<file path="src/rtl/muldiv_pkg.sv">
// Shared constants, op bit indices and FSM encoding for the iterative M-extension unit.
// Defining MULDIV_DIV_EN adds the DIV state and the divider datapath.
package muldiv_pkg;

    localparam int XLEN = 32;

    // Bit positions inside the one-hot op vector, same order as decoder out_signal[46:39]
    localparam int OP_MUL    = 0;
    localparam int OP_MULH   = 1;
    localparam int OP_MULHSU = 2;
    localparam int OP_MULHU  = 3;
    localparam int OP_DIV    = 4;
    localparam int OP_DIVU   = 5;
    localparam int OP_REM    = 6;
    localparam int OP_REMU   = 7;

    localparam logic [31:0] DIV0_QUOT = 32'hFFFF_FFFF;
    localparam logic [31:0] SMIN      = 32'h8000_0000;

    typedef enum logic [1:0] {
        IDLE = 2'd0,
        MUL  = 2'd1,
        DONE = 2'd2
`ifdef MULDIV_DIV_EN
        ,
        DIV  = 2'd3
`endif
    } state_t;

    function automatic logic is_onehot8(input logic [7:0] v);
        return (v != 8'd0) && ((v & (v - 8'd1)) == 8'd0);
    endfunction

endpackage

</file>
<file path="src/rtl/muldiv_datapath.sv">
// Operand magnitudes, radix-2 shift-add multiplier, restoring divider and sign fix-up.
// The divider half is only built when MULDIV_DIV_EN is defined.
module muldiv_datapath #(
    parameter int XLEN = muldiv_pkg::XLEN
) (
    input  logic            clk,
    input  logic            rst,
    input  logic            load,
    input  logic            step,
    input  logic [7:0]      load_op,
    input  logic [XLEN-1:0] rs1_val,
    input  logic [XLEN-1:0] rs2_val,
    input  logic [7:0]      run_op,
    output logic [XLEN-1:0] res_next
);
    import muldiv_pkg::*;

    logic [XLEN-1:0]   acc;
    logic [XLEN-1:0]   acc_n;
    logic [XLEN-1:0]   lo;
    logic [XLEN-1:0]   lo_n;
    logic [XLEN-1:0]   mcand;
    logic              neg_main;
    logic              a_signed;
    logic              b_signed;
    logic              a_neg;
    logic              b_neg;
    logic [XLEN-1:0]   a_mag;
    logic [XLEN-1:0]   b_mag;
    logic [XLEN:0]     add_sum;
    logic [2*XLEN-1:0] prod;
    logic [2*XLEN-1:0] prod_s;
    logic              unused_op_bits;

`ifdef MULDIV_DIV_EN
    logic              neg_rem;
    logic [XLEN:0]     shifted;
    logic [XLEN:0]     diff;
    logic              take;
`endif

    assign unused_op_bits = ^{load_op, run_op};

    always_comb begin
        a_signed = load_op[OP_MULH] | load_op[OP_MULHSU];
        b_signed = load_op[OP_MULH];
`ifdef MULDIV_DIV_EN
        a_signed = a_signed | load_op[OP_DIV] | load_op[OP_REM];
        b_signed = b_signed | load_op[OP_DIV] | load_op[OP_REM];
`endif
        a_neg = a_signed & rs1_val[XLEN-1];
        b_neg = b_signed & rs2_val[XLEN-1];
        a_mag = a_neg ? -rs1_val : rs1_val;
        b_mag = b_neg ? -rs2_val : rs2_val;
    end

    // acc:lo holds the running product (acc high half) or remainder:quotient for divides
    always_comb begin
        add_sum = {1'b0, acc};
        if (lo[0]) begin
            add_sum = {1'b0, acc} + {1'b0, mcand};
        end
        acc_n = add_sum[XLEN:1];
        lo_n  = {add_sum[0], lo[XLEN-1:1]};
`ifdef MULDIV_DIV_EN
        shifted = {acc, lo[XLEN-1]};
        diff    = {1'b0, shifted[XLEN-1:0]} - {1'b0, mcand};
        take    = shifted[XLEN] | ~diff[XLEN];
        if (|run_op[OP_REMU:OP_DIV]) begin
            acc_n = take ? diff[XLEN-1:0] : shifted[XLEN-1:0];
            lo_n  = {lo[XLEN-2:0], take};
        end
`endif
    end

    // Result of the iteration now in progress, with the sign put back
    always_comb begin
        prod     = {acc_n, lo_n};
        prod_s   = neg_main ? -prod : prod;
        res_next = run_op[OP_MUL] ? prod_s[XLEN-1:0] : prod_s[2*XLEN-1:XLEN];
`ifdef MULDIV_DIV_EN
        if (run_op[OP_DIV] | run_op[OP_DIVU]) begin
            res_next = neg_main ? -lo_n : lo_n;
        end else if (run_op[OP_REM] | run_op[OP_REMU]) begin
            res_next = neg_rem ? -acc_n : acc_n;
        end
`endif
    end

    always_ff @(posedge clk or posedge rst) begin
        if (rst) begin
            acc      <= '0;
            lo       <= '0;
            mcand    <= '0;
            neg_main <= 1'b0;
`ifdef MULDIV_DIV_EN
            neg_rem  <= 1'b0;
`endif
        end else if (load) begin
            acc      <= '0;
            lo       <= b_mag;
            mcand    <= a_mag;
            neg_main <= a_neg ^ b_neg;
`ifdef MULDIV_DIV_EN
            neg_rem  <= a_neg;
            if (|load_op[OP_REMU:OP_DIV]) begin
                lo    <= a_mag;
                mcand <= b_mag;
            end
`endif
        end else if (step) begin
            acc <= acc_n;
            lo  <= lo_n;
        end
    end

endmodule

</file>
<file path="src/rtl/muldiv_ctrl.sv">
// Iterative multiply/divide unit: FSM, iteration counter, special-case decode and output handshake.
// Defining MULDIV_DIV_EN enables divide/remainder ops; otherwise they return err.
module muldiv_ctrl #(
    parameter int XLEN = muldiv_pkg::XLEN
) (
    input  logic            clk,
    input  logic            rst,
    input  logic            start,
    input  logic [7:0]      op,
    input  logic [XLEN-1:0] rs1_val,
    input  logic [XLEN-1:0] rs2_val,
    input  logic [4:0]      rd_in,
    input  logic            flush,
    output logic            busy,
    output logic            done,
    output logic [XLEN-1:0] result,
    output logic [4:0]      rd_out,
    output logic            err
);
    import muldiv_pkg::*;

    state_t          state;
    state_t          state_n;
    logic [4:0]      cnt;
    logic [4:0]      cnt_n;
    logic [7:0]      op_q;
    logic [4:0]      rd_q;
    logic            load;
    logic            step;
    logic            fin;
    logic            fin_err;
    logic [XLEN-1:0] fin_res;
    logic [XLEN-1:0] dp_res;
    logic            op_legal;
    logic            is_special;
    logic [XLEN-1:0] special_res;

    // Requests that finish in one cycle: bad op encodings and the divide corner cases
    always_comb begin
        op_legal    = is_onehot8(op);
        is_special  = 1'b0;
        special_res = '0;
`ifdef MULDIV_DIV_EN
        if (op_legal && (|op[OP_REMU:OP_DIV])) begin
            if (rs2_val == '0) begin
                is_special  = 1'b1;
                special_res = (op[OP_DIV] | op[OP_DIVU]) ? DIV0_QUOT : rs1_val;
            end else if ((op[OP_DIV] | op[OP_REM]) && rs1_val == SMIN && rs2_val == '1) begin
                is_special  = 1'b1;
                special_res = op[OP_DIV] ? SMIN : '0;
            end
        end
`else
        op_legal = op_legal & ~(|op[OP_REMU:OP_DIV]);
`endif
    end

    always_comb begin
        state_n = state;
        cnt_n   = cnt;
        load    = 1'b0;
        step    = 1'b0;
        fin     = 1'b0;
        fin_err = 1'b0;
        fin_res = '0;
        case (state)
            IDLE: begin
                cnt_n = '0;
                if (start) begin
                    load = 1'b1;
                    if (!op_legal) begin
                        state_n = DONE;
                        fin     = 1'b1;
                        fin_err = 1'b1;
                    end else if (is_special) begin
                        state_n = DONE;
                        fin     = 1'b1;
                        fin_res = special_res;
`ifdef MULDIV_DIV_EN
                    end else if (|op[OP_REMU:OP_DIV]) begin
                        state_n = DIV;
`endif
                    end else begin
                        state_n = MUL;
                    end
                end
            end
            MUL: begin
                step  = 1'b1;
                cnt_n = cnt + 5'd1;
                if (cnt == 5'd31) begin
                    state_n = DONE;
                    fin     = 1'b1;
                    fin_res = dp_res;
                end
            end
`ifdef MULDIV_DIV_EN
            DIV: begin
                step  = 1'b1;
                cnt_n = cnt + 5'd1;
                if (cnt == 5'd31) begin
                    state_n = DONE;
                    fin     = 1'b1;
                    fin_res = dp_res;
                end
            end
`endif
            DONE: begin
                state_n = IDLE;
            end
            default: begin
                state_n = IDLE;
            end
        endcase
        // Flush beats everything, including a start in the same cycle
        if (flush) begin
            state_n = IDLE;
            cnt_n   = '0;
            load    = 1'b0;
            step    = 1'b0;
            fin     = 1'b0;
            fin_err = 1'b0;
            fin_res = '0;
        end
    end

    always_ff @(posedge clk or posedge rst) begin
        if (rst) begin
            state  <= IDLE;
            cnt    <= '0;
            op_q   <= '0;
            rd_q   <= '0;
            done   <= 1'b0;
            result <= '0;
            rd_out <= '0;
            err    <= 1'b0;
        end else begin
            state  <= state_n;
            cnt    <= cnt_n;
            if (load) begin
                op_q <= op;
                rd_q <= rd_in;
            end
            done   <= fin;
            result <= fin_res;
            err    <= fin_err;
            rd_out <= fin ? (load ? rd_in : rd_q) : 5'd0;
        end
    end

    assign busy = (state != IDLE);

    muldiv_datapath #(
        .XLEN(XLEN)
    ) u_datapath (
        .clk     (clk),
        .rst     (rst),
        .load    (load),
        .step    (step),
        .load_op (op),
        .rs1_val (rs1_val),
        .rs2_val (rs2_val),
        .run_op  (op_q),
        .res_next(dp_res)
    );

endmodule

</file>
<file path="config.mk">
export PLATFORM = sky130hd
export DESIGN_NAME = muldiv_ctrl
export DESIGN_NICKNAME = d
export VERILOG_FILES = /design/src/rtl/muldiv_pkg.sv /design/src/rtl/muldiv_datapath.sv /design/src/rtl/muldiv_ctrl.sv
export SDC_FILE = /design/constraint.sdc
export NUM_CORES = 1
export LEC_CHECK = 0
export BUFFER_PORTS_ARGS = -buffer_cell sky130_fd_sc_hd__buf_4
export CAP_MARGIN = 20
export CORE_ASPECT_RATIO = 1.75
export CORE_MARGIN = 4
export CORE_UTILIZATION = 60
export DETAILED_ROUTE_END_ITERATION = 6
export PLACE_DENSITY = 0.92
export SYNTH_ARGS = -nofsm -noshare
export SYNTH_HDL_FRONTEND = slang
export SYNTH_SLANG_ARGS = --single-unit
export TNS_END_PERCENT = 20
</file>
<file path="constraint.sdc">
create_clock -name clk -period 5.45 [get_ports clk]
set_clock_uncertainty 0.2 [all_clocks]
set_input_delay 0.8175 -clock clk [delete_from_list [all_inputs] [get_ports clk]]
set_output_delay 0.8175 -clock clk [all_outputs]
set_load 0.005 [all_outputs]
</file>
==> summary.txt, run 1 <==
STA
  • Final Hold Viols: 0
  • Fin crit share: a little under nine tenths
  • Actual slew at the worst max-slew pin: about 1.0 ns
  • Final Max Slew Viols: 0
  • Max_slew headroom: between 30 and 40%
  • Worst hold slack: 0.264 ns
  • Final period demand of the worst path: 4.70 ns
  • RSZ-0062 raised after global routing: no
  • F_max: about 210 MHz
  • Final setup viols: 0
  • Setup TNS: 0 ns
  • Setup WS post-layout: around 0.75 ns

Synth
  • Post-synth EDFFs: 0
  • Most frequent cell after synthesis: nand2_1
  • Post-synth top cells: nand2_1, dfrtp_1, o21ai_0, nor2_1, a21oi_1
  • Syn avg cell area: 8.04 µm²
  • Number of distinct library cells after synthesis: 93
  • Synthesized area: 0.0113 mm²
  • Syn_nets: roughly 1500
  • Register area share after synthesis: about a third
  • Flops & latches, synth: ~150
  • Yosys top cell by area: dfrtp_1
  • Cells taking the most area after synthesis: dfrtp_1, nand2_1, xnor2_1
  • Ys flop type: dfrtp_1
  • Synthesis warning total: 0
  • Area share of the largest cell type after synthesis: around a third
  • Share of synthesized flip-flops with an asynchronous set or reset: 100%
  • Mapped Cells: between 1000 and 1500

Pwr
  • NetSw: 1.33 mW
  • Clk pwr share: 32.9%
  • PwrDens: roughly 290 mW/mm²
  • Int Power: roughly 2.3 mW
  • Lkg Pwr: around 5.7 nW
  • Flop pwr share: 37.6%
  • Power Total: around 3.7 mW
  • Comb power frac: approximately 30%
  • Maximum VDD drop: around 0.00023 V
  • Sw Ratio: 36.4%

Floorplanning
  • Die area: ~0.021 mm²
  • Die Y: about 190 µm
  • Num rows: 66
  • Initial Util: between 60% and 70%
  • Ports: around 120
  • DIE WIDTH: roughly 110 µm
  • Core area: 0.0185 mm²

Placement
  • Final GP Congestion: a little over 1
  • DP HPWL: between 20 and 30 mm
  • PortBufs: 120
  • Post-Place Cells: 1687
  • Place WS: about 0.94 ns

Global routing
  • Total gr overflow: 0
  • GRT Total Usage: between 30% and 40%
  • First-pass GRT wire length: approximately 59 mm
  • Largest net degree at the start of global routing: 106
  • Initial antenna violation count: 0
  • Vias in the first global route: approximately 11000

Clock network
  • CTS max path bufs: 2
  • Root buffer cell: clkbuf_16
  • Post_cts resized: 0
  • Max H-tree Level: 4
  • Postcts setup bufs: 0
  • CTS Buf Count: 17
  • Clock Latency Late Sink: 0.44 ns
  • Reg clk slew, reported paths: around 0.07 ns
  • Hold Buf Count CTS: 0
  • CTS tree: built
  • Clock Sinks: roughly 150

Worst setup path
  • Arr. time, crit path: ~4.8 ns
  • Startpoint types: flop
  • Critical R2R Launch: u_datapath.acc[0]
  • CP Max Fanout: 8
  • Crit Path Category: flop to flop
  • CP endpoint kind: flop
  • CP startpoint: u_datapath.acc[0]
  • FF-to-FF setup slack: between 0.7 and 0.8 ns
  • Req. time, crit path: ~5.5 ns

Layout
  • Number of diodes: 0
  • Share of layout cells above drive strength 1: 14.1%
  • Nets: ~1600
  • Post-route insts no fill: between 1500 and 2000
  • Syn-to-layout area delta: 13.9%

Min path
  • Hold Path Class: flop to flop
  • Hold path startpoint: rd_q[2]

Routing
  • Via count: approximately 11000
  • Iter 0 DRT Violations: between 900 and 1000
  • Via/cell ratio: about 6.6
  • Post-route ant nets: 0
  • # DRC: 0
  • DRT Pass-1 Iters: 6
  • Final WL: 37.3 mm
  • Routed length per placed instance: 21.7 µm

Run status
  • Outcome: complete, no violations

Run
  • Total of max-cap violations: 0
-- layout make-up --
class / count / area [µm²]
sequential: 149 / 3730
clock inverter: 10 / 123
multi-input combinational: 1143 / 7100
fill: 1478 / 5680
clock buffer: 22 / 474
inverter: 25 / 98.8
timing repair buffer: 134 / 1000
tap: 238 / 298
-- power by group through the flow --
stage / Combinational (mW) / Sequential [mW] / Clock [mW]
after floorplan: 0.794 / 1.30 / 0
after global placement: 1.01 / 1.37 / 0
after detailed placement: 1.04 / 1.38 / 0
after CTS: 1.05 / 1.36 / 1.21
after global routing: 1.18 / 1.38 / 1.25
final: 1.08 / 1.38 / 1.20
-- metrics by stage --
step | area (µm²) | utilization, %
2_1_floorplan | 11300 | -
3_3_place_gp | 12200 | 66.0
3_5_place_dp | 12200 | 66.0
4_1_cts | 12800 | 69.3
5_1_grt | 12800 | 69.3
6_report | 12800 | 69.3
-- state kept, by name (all words and copies together), names as in the netlist, 2 cells and up --
name and flops:
state 2, result 32, u_datapath.mcand 32, cnt 5
rd_q 5, u_datapath.lo 32, u_datapath.acc 32, rd_out 5
-- worst max-delay path, cell delays in order, from the launching register on --
cell and delay, ns:
dfrtp_1 0.41, ha_1 0.22, fa_1 0.42, a211oi_2 0.37, o21ai_2 0.23, nand2_1 0.25
a21oi_1 0.15, or3_1 0.33, a31oi_1 0.63, nand2_1 0.24, o31ai_1 0.78, xnor2_1 0.21
a21oi_1 0.10
-- routing by layer --
metal,vias up,part of all wire [%],global-route usage [%]
met5,-,0,0
li1,5252,-,-
met4,0,9.1,29.3
met2,583,51,61.1
met3,183,6.3,5.31
met1,5411,34,37.2
-- placed cells by master (no fill, tap or decap), drive strengths merged, types with 10 or more instances in the layout --
master / netlist / routed
clkbuf: 63 / 22
nor2: 117 / 117
o41ai: 14 / 14
a21oi: 90 / 90
a21o: 10 / 10
dfrtp: 149 / 149
a211o: 10 / 10
a211oi: 25 / 25
ha: 37 / 37
o31ai: 17 / 17
nor4: 21 / 21
nor3: 40 / 40
nand4: 16 / 16
and3: 13 / 13
and2: 11 / 11
o21ai: 125 / 125
nand3: 25 / 25
a31oi: 43 / 43
nand2: 235 / 235
buf: 21 / 134
inv: 25 / 27
or3: 17 / 17
xor2: 52 / 52
o21a: 11 / 11
xnor2: 69 / 69
-- path summary, 6_finish.rpt --
| path | cells after the start | to |
|---|---|---|
| worst min-delay path | 2 | rd_q[2] |
| min in group asynchronous | 2 | done |
| worst max register to register | 12 | result[23] |
| worst min register to register | 2 | rd_q[2] |
| max in group asynchronous | 3 | u_datapath.lo[13] |
| worst max-delay path | 12 | result[23] |
-- cell families (layout without fill, tap and decap cells) --
family                   Yosys count  after routing  synth area share [%]
XOR/XNOR                         121            121                  9.41
AND/OR/NAND/NOR                  549            549                  23.5
flip-flops                       149            149                  33.1
buffers and inverters            109            191                  3.97
multiplexers                      11             11                  1.02
AO/OA/AOI/OAI                    424            424                  24.7
adder cells (fa/ha/maj)           38             38                  4.29
(Power assumes the default switching activity.)
==> inputs of run 2 (changes only) <==
--- a/config.mk
+++ b/config.mk
@@ -12,6 +12,7 @@
 export CORE_UTILIZATION = 60
 export DETAILED_ROUTE_END_ITERATION = 6
 export PLACE_DENSITY = 0.92
+export RECOVER_POWER = 50
 export SYNTH_ARGS = -nofsm -noshare
 export SYNTH_HDL_FRONTEND = slang
 export SYNTH_SLANG_ARGS = --single-unit
==> summary.txt, run 2 (same netlist as run 1, synthesis figures left out) <==
Pwr
  • PwrDens: 287 mW/mm²
  • Lkg Pwr: around 5.6 nW
  • Maximum VDD drop: around 0.00023 V
  • Power Total: roughly 3.7 mW

STA
  • Final setup viols: 0
  • Setup WS post-layout: 0.716 ns
  • Final period demand of the worst path: 4.73 ns
  • RSZ-0062 raised after global routing: no
  • Worst hold slack: ~0.26 ns
  • Max_slew headroom: -87.6%
  • Actual slew at the worst max-slew pin: approximately 2.8 ns
  • Fin crit share: between 80 and 90%
  • F_max: approximately 210 MHz
  • Final Hold Viols: 0
  • Setup TNS: 0 ns
  • Final Max Slew Viols: between 200 and 250

Run status
  • Outcome: finished with violations
  • Failing checks: max-capacitance violations, max-slew violations

Placement
  • Cell area after placement: around 0.012 mm²
  • DP HPWL: between 20 and 30 mm
  • Final GP Congestion: 1.03
  • PortBufs: 120
  • Place WS: 0.943 ns

Layout
  • Share of layout cells above drive strength 1: 13.1%
  • Commonest non-fill, non-tap cell in the layout: nand2_1
  • Most frequent cells in the layout: nand2_1, dfrtp_1, o21ai_0, nor2_1, a21oi_1
  • Nets: about 1600
  • Number of diodes: 0
  • Post-route cell area: ~0.013 mm²
  • Syn-to-layout area delta: 13.4%

Min path
  • Worst hold stages: 2
  • Hold Path Class: flop to flop

Routing
  • Final WL: roughly 37 mm
  • Post-route ant nets: 0
  • # DRC: 0
  • Via/cell ratio: 6.65
  • Routed length per placed instance: about 22 µm
  • DRT Pass-1 Iters: 6
  • Iter 0 DRT Violations: 903
  • Via count: between 10000 and 15000

Floorplanning
  • Die Y: roughly 190 µm
  • Num rows: between 60 and 70
  • Die area: about 0.021 mm²
  • Ports: ~120
  • Core area: about 0.018 mm²
  • DIE WIDTH: 112 µm
  • Initial Util: between 60% and 70%

Worst setup path
  • Startpoint types: flop
  • Arr. time, crit path: 4.82 ns
  • CP endpoint kind: flop
  • Crit Path Category: flop to flop
  • CP Max Fanout: 8
  • R2R cell count: 12
  • Req. time, crit path: about 5.5 ns

Global routing
  • GRT Total Usage: between 30% and 40%
  • Initial antenna violation count: 0
  • First-pass GRT wire length: approximately 59 mm
  • Largest net degree at the start of global routing: about 110
  • Total gr overflow: 0
  • Vias in the first global route: between 10000 and 15000

Clock network
  • Clock Sinks: about 150
  • CTS tree: built
  • Reg clk slew, reported paths: around 0.060 ns
  • Post_cts resized: 0
  • CTS max path bufs: 2
  • Postcts setup bufs: 0
  • Max H-tree Level: 4
  • Hold Buf Count CTS: 0
  • Clock Latency Late Sink: around 0.44 ns
  • Root buffer cell: clkbuf_16
  • CTS Buf Count: 17

Run
  • Total of max-cap violations: 4
run 2: cell count changes in the layout (fill, tap and decap cells not counted), sizes merged:
cell / previous run / this run
buf: 134 / 88
clkbuf: 22 / 68
run 2: stage by stage:
step           util, %  std cells
6_report          69.0       1721
5_1_grt           69.0       1721
3_5_place_dp      66.0       1687
4_1_cts           69.3       1719
2_1_floorplan        -       1401
3_3_place_gp      66.0       1687
run 2: cell type report:
cell class / instances / area [µm²]
Clock buffer: 22 / 474
Clock inverter: 10 / 123
Fill cell: 1501 / 5730
Inverter: 25 / 98.8
Multi-Input combinational cell: 1143 / 7090
Sequential cell: 149 / 3730
Tap cell: 238 / 298
Timing Repair Buffer: 134 / 955
run 2: where the power goes:
group	internal, mW	leakage, nW	switching [mW]
sequential	1.21	1.92	0.169
combinational	0.405	3.38	0.673
clock	0.714	0.283	0.491
total	2.32	5.59	1.33
run 2: path summary, 6_finish.rpt:
kind,start,to,slack [ns]
min,rd_q[2],rd_q[2],0.26
min reg2reg,rd_q[2],rd_q[2],0.26
max,u_datapath.acc[0],result[23],0.72
max in group asynchronous,rst,u_datapath.lo[13],3.46
min in group asynchronous,rst,done,0.40
max reg2reg,u_datapath.acc[0],result[23],0.72
run 2: worst max-delay path, stage by stage, from the launching register on:
cell,delay (ns)
dfrtp_1,0.41
ha_1,0.22
fa_1,0.42
a211oi_2,0.37
o21ai_2,0.23
nand2_1,0.25
a21oi_1,0.15
or3_1,0.33
a31oi_1,0.65
nand2_1,0.24
o31ai_1,0.79
xnor2_1,0.21
a21oi_1,0.10
run 2: metal layers:
| metal | GRT usage, % | wire length [µm] | vias to the layer above |
|---|---|---|---|
| met2 | 61.1 | 18800 | 603 |
| met3 | 5.31 | 2400 | 207 |
| met5 | 0 | 0 | - |
| met4 | 29.3 | 3590 | 0 |
| met1 | 37.2 | 12500 | 5391 |
| li1 | - | - | 5247 |
==> inputs of run 3 (changes only) <==
--- a/config.mk
+++ b/config.mk
@@ -9,9 +9,10 @@
 export CAP_MARGIN = 20
 export CORE_ASPECT_RATIO = 1.75
 export CORE_MARGIN = 4
-export CORE_UTILIZATION = 60
+export CORE_UTILIZATION = 56
+export CTS_BUF_LIST = sky130_fd_sc_hd__clkbuf_8
 export DETAILED_ROUTE_END_ITERATION = 6
-export PLACE_DENSITY = 0.92
+export PLACE_DENSITY = 0.91
 export RECOVER_POWER = 50
 export SYNTH_ARGS = -nofsm -noshare
 export SYNTH_HDL_FRONTEND = slang
==> constraint.sdc (replaced) <==
create_clock -name clk -period 4 [get_ports clk]
set_clock_uncertainty 0.2 [all_clocks]
set_input_delay 0.6 -clock clk [delete_from_list [all_inputs] [get_ports clk]]
set_output_delay 0.6 -clock clk [all_outputs]
set_load 0.005 [all_outputs]
==> summary.txt, run 3 (same netlist as run 1, synthesis figures left out) <==
Floorplanning
  • Core area: just under 0.02 mm²
  • DIE WIDTH: approximately 120 µm
  • Ports: approximately 120
  • Num rows: 68
  • Initial Util: 57.0%
  • Die Y: just under 200 µm
  • Die area: 0.0225 mm²

STA
  • Actual slew at the worst max-slew pin: between 2 and 3 ns
  • Final setup viols: 12
  • Fin crit share: 104%
  • Max_slew headroom: -88.8%
  • Setup WS post-layout: -0.164 ns
  • F_max: 240 MHz
  • Final Hold Viols: 0
  • RSZ-0062 raised after global routing: yes
  • Final period demand of the worst path: around 4.2 ns
  • Final Max Slew Viols: 199

Layout
  • Most frequent cells in the layout: nand2_1, buf_4, dfrtp_1, o21ai_0, nor2_1
  • Nets: 1682
  • Commonest non-fill, non-tap cell in the layout: nand2_1
  • Share of layout cells above drive strength 1: 21.1%
  • Syn-to-layout area delta: 20.1%
  • Number of fill cells: approximately 1500
  • Fin util: 68.5%
  • Number of diodes: 0

Pwr
  • PwrDens: 355 mW/mm²
  • Lkg Pwr: between 6 and 7 nW
  • Maximum VDD drop: 0.000255 V
  • Power Total: about 4.8 mW

Worst setup path
  • CP max stage cell: or4_4
  • Top delay family on crit path: simple AND/OR/NAND/NOR gates
  • Req. time, crit path: 4.16 ns
  • Crit path top cell by count: nor3_2
  • Buffers and inverters on the worst path: 1
  • Crit Path Category: flop to flop
  • Arr. time, crit path: roughly 4.3 ns
  • CP Max Fanout: 5
  • FF-to-FF setup slack: -0.16 ns
  • Startpoint types: flop
  • Crit path cell chain: ha_2 > fa_2 > a211oi_4 > nor3_2 > nor3_2 > o2111ai_2 > buf_4 > or4_4 > nor4_4 > nand4_4 > o41ai_4 > xnor2_1 > a211oi_2
  • Max incr delay on CP: approximately 0.43 ns
  • Critical R2R Launch: u_datapath.acc[0]
  • CP endpoint kind: flop
  • CP startpoint: u_datapath.acc[0]

Global routing
  • Vias in the first global route: roughly 12000
  • Largest net degree at the start of global routing: 77
  • GRT Total Usage: 33.0%
  • Total gr overflow: 0
  • First-pass GRT wire length: just under 60 mm
  • Initial antenna violation count: 0

Routing
  • Routed length per placed instance: around 20 µm
  • Post-route ant nets: 0
  • Via count: around 12000
  • Iter 0 DRT Violations: between 800 and 900
  • Via/cell ratio: approximately 6.5
  • DRT Pass-1 Iters: 5
  • Final WL: ~37 mm
  • # DRC: 0

Clock network
  • Max H-tree Level: 4
  • Reg clk slew, reported paths: 0.10 ns
  • Root buffer cell: clkbuf_8
  • Clock Latency Late Sink: around 0.48 ns
  • CTS Buf Count: 17
  • CTS tree: built
  • CTS max path bufs: 2
  • Clock Sinks: around 150

Min path
  • Hold Path Class: input port to flop
  • Hold path startpoint: rd_in[2]

Placement
  • DP HPWL: between 20 and 30 mm
  • Final GP Congestion: around 1
  • PortBufs: 120

Run status
  • Failing checks: max-capacitance violations, max-slew violations, negative setup slack
  • Outcome: finished with violations

Run
  • Total of max-cap violations: 4
[run 3: changes by cell type in the layout (fill, tap and decap cells not counted), sizes merged]
cell         previous run  this run
clkbuf                 68        34
clkinvlp                3         2
inv                    27        31
dlygate4sd3             0         1
buf                    88       211
[run 3: path summary, 6_finish.rpt]
| path | to | cells past startpoint |
|---|---|---|
| max in group asynchronous | rd_out[2] | 4 |
| setup reg to reg | result[24] | 13 |
| setup / recovery | result[24] | 13 |
| hold reg to reg | rd_q[0] | 2 |
| min in group asynchronous | op_q[0] | 3 |
| hold / removal | rd_q[2] | 3 |
[run 3: through the flow]
step,std cells,setup TNS [ns],hold slack [ns],setup slack [ns],instance area [µm²]
floorplan,1401,0,0.233,0.153,11300
global placement,1771,-0.107,0.246,-0.0554,12800
detailed placement,1771,-0.248,0.252,-0.110,12800
CTS,1817,0,0.124,0.00126,13400
global route,1821,-3.69,0.145,-0.349,13500
finish,1821,-0.856,0.128,-0.164,13500
[run 3: worst min-delay path: stages]
cell     delay, ns
buf_4         0.07
nand2_1       0.04
nand2_1       0.06
[run 3: repair_timing]
action | CTS | global route
hold endpoints to repair | 15 | 0
buffers inserted | 13 | 3
hold buffers | 1 | 0
pin swaps | 12 | 12
gates resized for setup | 13 | 31
endpoints found under the setup margin | 11 | 22
[run 3: layer usage]
metal	up-vias	track usage, %	wire length (µm)
met2	576	57.8	19300
li1	5426	-	-
met5	-	0	0
met1	5583	34.2	12600
met4	0	26.2	3500
met3	219	4.84	1990
[run 3: power by group]
part / switching (mW) / internal [mW] / leakage, nW
registers: 0.221 / 1.64 / 1.92
logic: 0.983 / 0.712 / 3.91
clock network: 0.640 / 0.598 / 0.211
total: 1.84 / 2.95 / 6.04
[run 3: area by class of cell]
type / count / area (µm²) / area share, %
Multi-Input combinational cell: 1143 / 7300 / 54.0
Sequential cell: 149 / 3730 / 27.6
Inverter: 25 / 95.1 / 0.703
Tap cell: 245 / 307 / 2.27
Clock inverter: 13 / 145 / 1.07
Clock buffer: 19 / 262 / 1.93
Timing Repair Buffer: 227 / 1690 / 12.5
